<file path="config.mk">
export PLATFORM = sky130hd
export DESIGN_NAME = eq_band_mixer
export DESIGN_NICKNAME = d
export VERILOG_FILES = /design/src/rtl/eq_pkg.sv /design/src/rtl/eq_round_sat.sv /design/src/rtl/eq_band_mixer.sv
export SDC_FILE = /design/constraint.sdc
export NUM_CORES = 2
export LEC_CHECK = 0
export CORE_MARGIN = 4
export CORE_UTILIZATION = 50
export CTS_CLUSTER_DIAMETER = 100
export DETAILED_ROUTE_END_ITERATION = 8
export GPL_TIMING_DRIVEN = 0
export PLACE_DENSITY = 0.75
export SETUP_SLACK_MARGIN = 0.3
export SLEW_MARGIN = 20
export SYNTH_ARGS = -nofsm -noshare
export SYNTH_HDL_FRONTEND = slang
export SYNTH_SLANG_ARGS = --single-unit
</file>
<file path="constraint.sdc">
create_clock -name clk -period 24.9 [get_ports clk]
set_clock_uncertainty 0.1 [all_clocks]
set_input_delay 2.49 -clock clk [delete_from_list [all_inputs] [get_ports clk]]
set_output_delay 2.49 -clock clk [all_outputs]
set_load 0.05 [all_outputs]
</file>
<file path="src/rtl/eq_pkg.sv">
// Shared constants and types for the equalizer band mixer datapath.
package eq_pkg;

    localparam int NBANDS    = 8;
    localparam int IN_W      = 32;
    localparam int GAIN_W    = 16;
    localparam int OUT_W     = 16;
    localparam int OUT_SHIFT = 12;

    localparam logic [GAIN_W-1:0] GAIN_UNITY = 16'h1000;

    // Sum of NBANDS full-scale products cannot exceed this width.
    localparam int ACC_W = IN_W + GAIN_W + $clog2(NBANDS);

    localparam int SAT_MAX = (1 << (OUT_W - 1)) - 1;
    localparam int SAT_MIN = -(1 << (OUT_W - 1));

    typedef enum logic [1:0] {
        IDLE,
        ACC,
        ROUND,
        OUT
    } state_t;

endpackage

</file>
<file path="src/rtl/eq_round_sat.sv">
// Round-half-up, arithmetic shift and clip of a wide signed accumulator.
module eq_round_sat
    import eq_pkg::*;
#(
    parameter int WIDTH     = ACC_W,
    parameter int OUT_WIDTH = OUT_W,
    parameter int SHIFT     = OUT_SHIFT,
    parameter int LIM_HI    = SAT_MAX,
    parameter int LIM_LO    = SAT_MIN
) (
    input  logic signed [WIDTH-1:0]     acc,
    output logic signed [OUT_WIDTH-1:0] y,
    output logic                        sat
);

    localparam logic signed [WIDTH-1:0] HALF = WIDTH'(1) << (SHIFT - 1);
    localparam logic signed [WIDTH-1:0] HI   = WIDTH'(LIM_HI);
    localparam logic signed [WIDTH-1:0] LO   = WIDTH'(LIM_LO);

    logic signed [WIDTH-1:0] r;

    always_comb begin
        r = (acc + HALF) >>> SHIFT;
        if (r > HI) begin
            y   = OUT_WIDTH'(LIM_HI);
            sat = 1'b1;
        end else if (r < LO) begin
            y   = OUT_WIDTH'(LIM_LO);
            sat = 1'b1;
        end else begin
            y   = r[OUT_WIDTH-1:0];
            sat = 1'b0;
        end
    end

endmodule

</file>
<file path="src/rtl/eq_band_mixer.sv">
// Mixes eight band-filter outputs through per-band gains with one shared MAC,
// then rounds and saturates to the output sample width.
module eq_band_mixer
    import eq_pkg::*;
(
    input  logic                   clk,
    input  logic                   rst,
    input  logic                   ena,
    input  logic                   in_valid,
    output logic                   in_ready,
    input  logic [NBANDS*IN_W-1:0] band_in,
    input  logic                   gain_we,
    input  logic [2:0]             gain_addr,
    input  logic [GAIN_W-1:0]      gain_wdata,
    output logic [OUT_W-1:0]       y_out,
    output logic                   out_valid,
    input  logic                   out_ready,
    output logic                   sat_flag
);

    localparam int IDX_W  = $clog2(NBANDS);
    localparam int K_W    = $clog2(NBANDS + 1);
    localparam int PROD_W = IN_W + GAIN_W;

    state_t                    state;
    logic [K_W-1:0]            k;
    logic [IDX_W-1:0]          idx;
    logic signed [ACC_W-1:0]   acc;
    logic signed [PROD_W-1:0]  prod;
    logic signed [IN_W-1:0]    sample    [NBANDS];
    logic signed [GAIN_W-1:0]  shadow    [NBANDS];
    logic signed [GAIN_W-1:0]  shadow_nx [NBANDS];
    logic signed [GAIN_W-1:0]  active    [NBANDS];
    logic signed [OUT_W-1:0]   rnd_y;
    logic                      rnd_sat;

    assign idx      = k[IDX_W-1:0];
    assign in_ready = ena && (state == IDLE);

    // Same-edge write lands in both the shadow bank and the accept-time copy.
    always_comb begin
        for (int unsigned i = 0; i < NBANDS; i++) shadow_nx[i] = shadow[i];
        if (gain_we) shadow_nx[gain_addr] = gain_wdata;
    end

    eq_round_sat u_round_sat (
        .acc (acc),
        .y   (rnd_y),
        .sat (rnd_sat)
    );

    always_ff @(posedge clk) begin
        if (rst) begin
            state     <= IDLE;
            k         <= '0;
            acc       <= '0;
            prod      <= '0;
            y_out     <= '0;
            out_valid <= 1'b0;
            sat_flag  <= 1'b0;
            for (int unsigned i = 0; i < NBANDS; i++) begin
                shadow[i] <= GAIN_UNITY;
                active[i] <= GAIN_UNITY;
            end
        end else begin
            for (int unsigned i = 0; i < NBANDS; i++) shadow[i] <= shadow_nx[i];
            if (!ena) begin
                state     <= IDLE;
                k         <= '0;
                acc       <= '0;
                prod      <= '0;
                y_out     <= '0;
                out_valid <= 1'b0;
                sat_flag  <= 1'b0;
            end else begin
                case (state)
                    IDLE: begin
                        if (in_valid) begin
                            for (int unsigned i = 0; i < NBANDS; i++) begin
                                sample[i] <= band_in[i*IN_W +: IN_W];
                                active[i] <= shadow_nx[i];
                            end
                            acc   <= '0;
                            prod  <= '0;
                            k     <= '0;
                            state <= ACC;
                        end
                    end
                    // Product is registered, so the last band is summed one
                    // pass after it is multiplied (k runs 0..NBANDS).
                    ACC: begin
                        prod <= sample[idx] * active[idx];
                        acc  <= acc + ACC_W'(prod);
                        k    <= k + 1'b1;
                        if (k == K_W'(NBANDS)) state <= ROUND;
                    end
                    ROUND: begin
                        y_out     <= rnd_y;
                        sat_flag  <= rnd_sat;
                        out_valid <= 1'b1;
                        state     <= OUT;
                    end
                    OUT: begin
                        if (out_ready) begin
                            out_valid <= 1'b0;
                            state     <= IDLE;
                        end
                    end
                    default: state <= IDLE;
                endcase
            end
        end
    end

endmodule

</file>
==> impl_metrics.tcl <==
set metrics [dict create \
    status "completed" \
    yosys_warnings 0 \
    internal-power_mw 2.97 \
    drt_iter0_markers 2935 \
    min_period_over_period_pct 43.0 \
    vias 32300 \
    grt_pass1_wl_mm 193 \
    synth_top_flop_cell "edfxtp_1" \
    numCtsBuffers 70 \
    grt_max_degree 60 \
    arrival_ps 11120 \
    fmax_mhz 93.3 \
    drt_pass1_iterations 5 \
    yosysMostFrequentCell "nand2_1" \
    p_clk_share_pct 21.0 \
    slew_headroom_pct 18.4 \
    crit_slowest_cell "mux2i_1" \
    holdWs_ps 355 \
    final_nets 5529 \
    yosysTopAreaCell "edfxtp_1" \
    p_switching_mw 2.17 \
    die_h_um 307 \
    clockBufferDepth 3 \
    postSynth.asyncResetShare_pct 0 \
    placed_cell_area_um2 49300 \
    p_per_area_nw_per_um2 99.4 \
    cpMostUsedCell "fa_1" \
    ir_drop_uv 113 \
    postCtsSetupBuffers 0 \
    crit_buf_inv 7 \
    clk_pin_slew_ps 60 \
    ios 300 \
    vias_per_cell 5.55 \
    syn2layout_area_growth_pct 15.5 \
    drt_wl_total_mm 125 \
    multiInputGateArea_um2 25200 \
    p_sw_share_pct 42.3 \
    syn_area_um2 44800 \
    root_buffer "clkbuf_16" \
    drc 0 \
    synthCells 4228 \
    p_total_mw 5.14 \
    drtAntennaViolNets 0 \
    dp.cells 5683 \
    synth.top_cell.area_share_pct 25.7 \
    finalInstanceArea_um2 51800 \
    pwr-share-seq_pct 22.9 \
    n_fill_cell 7299 \
    grt_pass1_vias 33400 \
    critPathMaxFanout 10 \
    r2r_cells 26 \
    path_depth 26 \
    synth_fp_nets 5167 \
    start_kind "register" \
    rsz0062_at_grt "false" \
    design.die.area_um2 94500 \
    die_w_um 307 \
    cp-end-kind "register" \
    post-route-min-period_ps 10720 \
    drive_above_1_share_pct 7.58 \
    fin_setup_tns_ps 0 \
    reg2reg_slack_ps 14180 \
    grt_use_total_pct 26.7 \
    synth_common_cells "623 x nand2_1, 615 x inv_1, 487 x fa_1" \
    power_leakage_nw 21.0 \
    regArea_um2 16600 \
    path_class "reg2reg" \
    grt-ovfl-total 0 \
    cts_hold_buffers 0 \
    ctsResizeCount 0 \
    setup_viol 0 \
    cts_max_level 3 \
    hold_class "reg2reg" \
    max_cap_viol_count 0 \
    critPathTopFamily "adder cells" \
    place_hpwl_mm 98.0 \
    row_count 109 \
    timing.rr.end "prod[44]" \
    coreArea_um2 88600 \
    ys_types 87 \
    clk_latency_ps 670 \
    port-buffer-count 281 \
    slew_violations 0 \
    avgSynthCellArea_um2 10.6 \
    worstHoldStart "shadow[0][36]" \
    final_cells 5815 \
    tightest_slew_ps 1190 \
    hold_depth 2 \
    synth_edf_count 384 \
    cts_tree "yes" \
    combPwrFrac_pct 56.1 \
    synth_area_leaders "edfxtp_1 26%, fa_1 22%, dfxtp_1 11%" \
    cp_data_required_time_ps 25300 \
    cts_sinks 638 \
    hold_path_end "shadow[0][36]" \
    wl_per_cell_um 21.5 \
    antenna_found_initial 6 \
    hold_viol 0 \
    gp_congestion 0.981 \
    seq_area_frac_synth_pct 37.1 \
    cpPeakStageDelay_ps 1060 \
    start_util_pct 50.6 \
    synth-seq-cells 638 \
]
-- cell type report --
type | count | area share [%]
clock inverters | 34 | 0.849
flip-flops and latches | 638 | 32.1
multi-input cells | 2790 | 48.7
well taps | 1165 | 2.82
clock buffers | 92 | 3.86
diodes | 6 | 0.0290
plain buffers | 185 | 1.42
repair buffers | 290 | 5.77
inverters | 615 | 4.46
-- how the worst max path moves through the flow --
stage | end | slack (ps)
after global routing | prod[44] | 13950
after global placement | sample[4][21] | 11980
final | prod[44] | 14180
after CTS | prod[44] | 14460
after detailed placement | prod[44] | 14490
after floorplan | sample[0][0] | 15340
-- power groups by stage --
stage | registers (mW) | logic [mW] | clock network, mW
floorplan | 1.20 | 2.11 | 0
global placement | 1.21 | 2.81 | 0
detailed placement | 1.20 | 2.86 | 0
CTS | 1.18 | 2.88 | 1.09
global route | 1.18 | 3.28 | 1.14
finish | 1.18 | 2.89 | 1.08
-- worst reg2reg max path, cell delays in order, from the launching register on --
cell and delay [ps]:
dfxtp_1 440, clkbuf_1 800, buf_1 840, clkbuf_1 830
mux2i_1 1060, nor2_1 180, fa_1 580, inv_1 60
fa_1 520, fa_1 550, inv_1 60, fa_1 460
fa_1 550, inv_1 50, fa_1 530, inv_1 40
ha_1 380, a21o_1 240, o21bai_1 220, a2111oi_2 440
a21oi_1 210, nor4_2 490, nor2_1 170, a221o_1 340
a21oi_1 170, xor2_1 200, o21ai_1 70
-- kinds of logic (layout without fill, tap and decap cells) --
kind of cell / Yosys count / in the layout / synth area share, %
multiplexers: 173 / 173 / 6.65
flip-flops: 638 / 638 / 37.1
XOR/XNOR: 116 / 116 / 2.27
other: 0 / 6 / 0
buffers and inverters: 800 / 1216 / 6.78
AND/OR/NAND/NOR: 1284 / 1284 / 12.7
AO/OA/AOI/OAI: 559 / 559 / 8.03
adder cells (fa/ha/maj): 658 / 658 / 26.5
-- through the flow --
| stage | utilization (%) | worst slack [ps] |
|---|---|---|
| after floorplan | - | 15340 |
| after global placement | 55.4 | 11980 |
| after detailed placement | 55.6 | 14490 |
| after CTS | 58.4 | 14460 |
| after global routing | 58.4 | 13950 |
| final | 58.4 | 14180 |
-- sequential cells by signal (all words and copies together) (netlist names), named ones only --
| name | flops |
|---|---|
| y_out | 16 |
| k | 4 |
| prod | 48 |
| acc | 51 |
| active | 128 |
| sample | 256 |
| shadow | 128 |
| out_valid | 1 |
| sat_flag | 1 |
| state | 2 |
-- cell usage in the layout, fill, tap and decap left out, types with 73 or more instances in the layout --
cell type,instances
ha_1,171
clkbuf_1,148
edfxtp_1,384
fa_1,487
nand2_1,623
nor2_1,328
mux4_2,96
o21ai_0,96
clkbuf_16,73
clkdlybuf4s50_1,281
inv_1,615
nor2b_1,111
dfxtp_1,254
a21oi_1,212
-- per-layer routing --
metal | part of all wire [%] | vias up | GRT usage (%)
met5 | 0.010 | - | 0
met4 | 4.5 | 2 | 11.3
met3 | 9.9 | 293 | 6.82
met2 | 47 | 1523 | 43.1
met1 | 39 | 15800 | 34.5
li1 | - | 14600 | -
No activity file was read; power rests on OpenSTA's default activity.
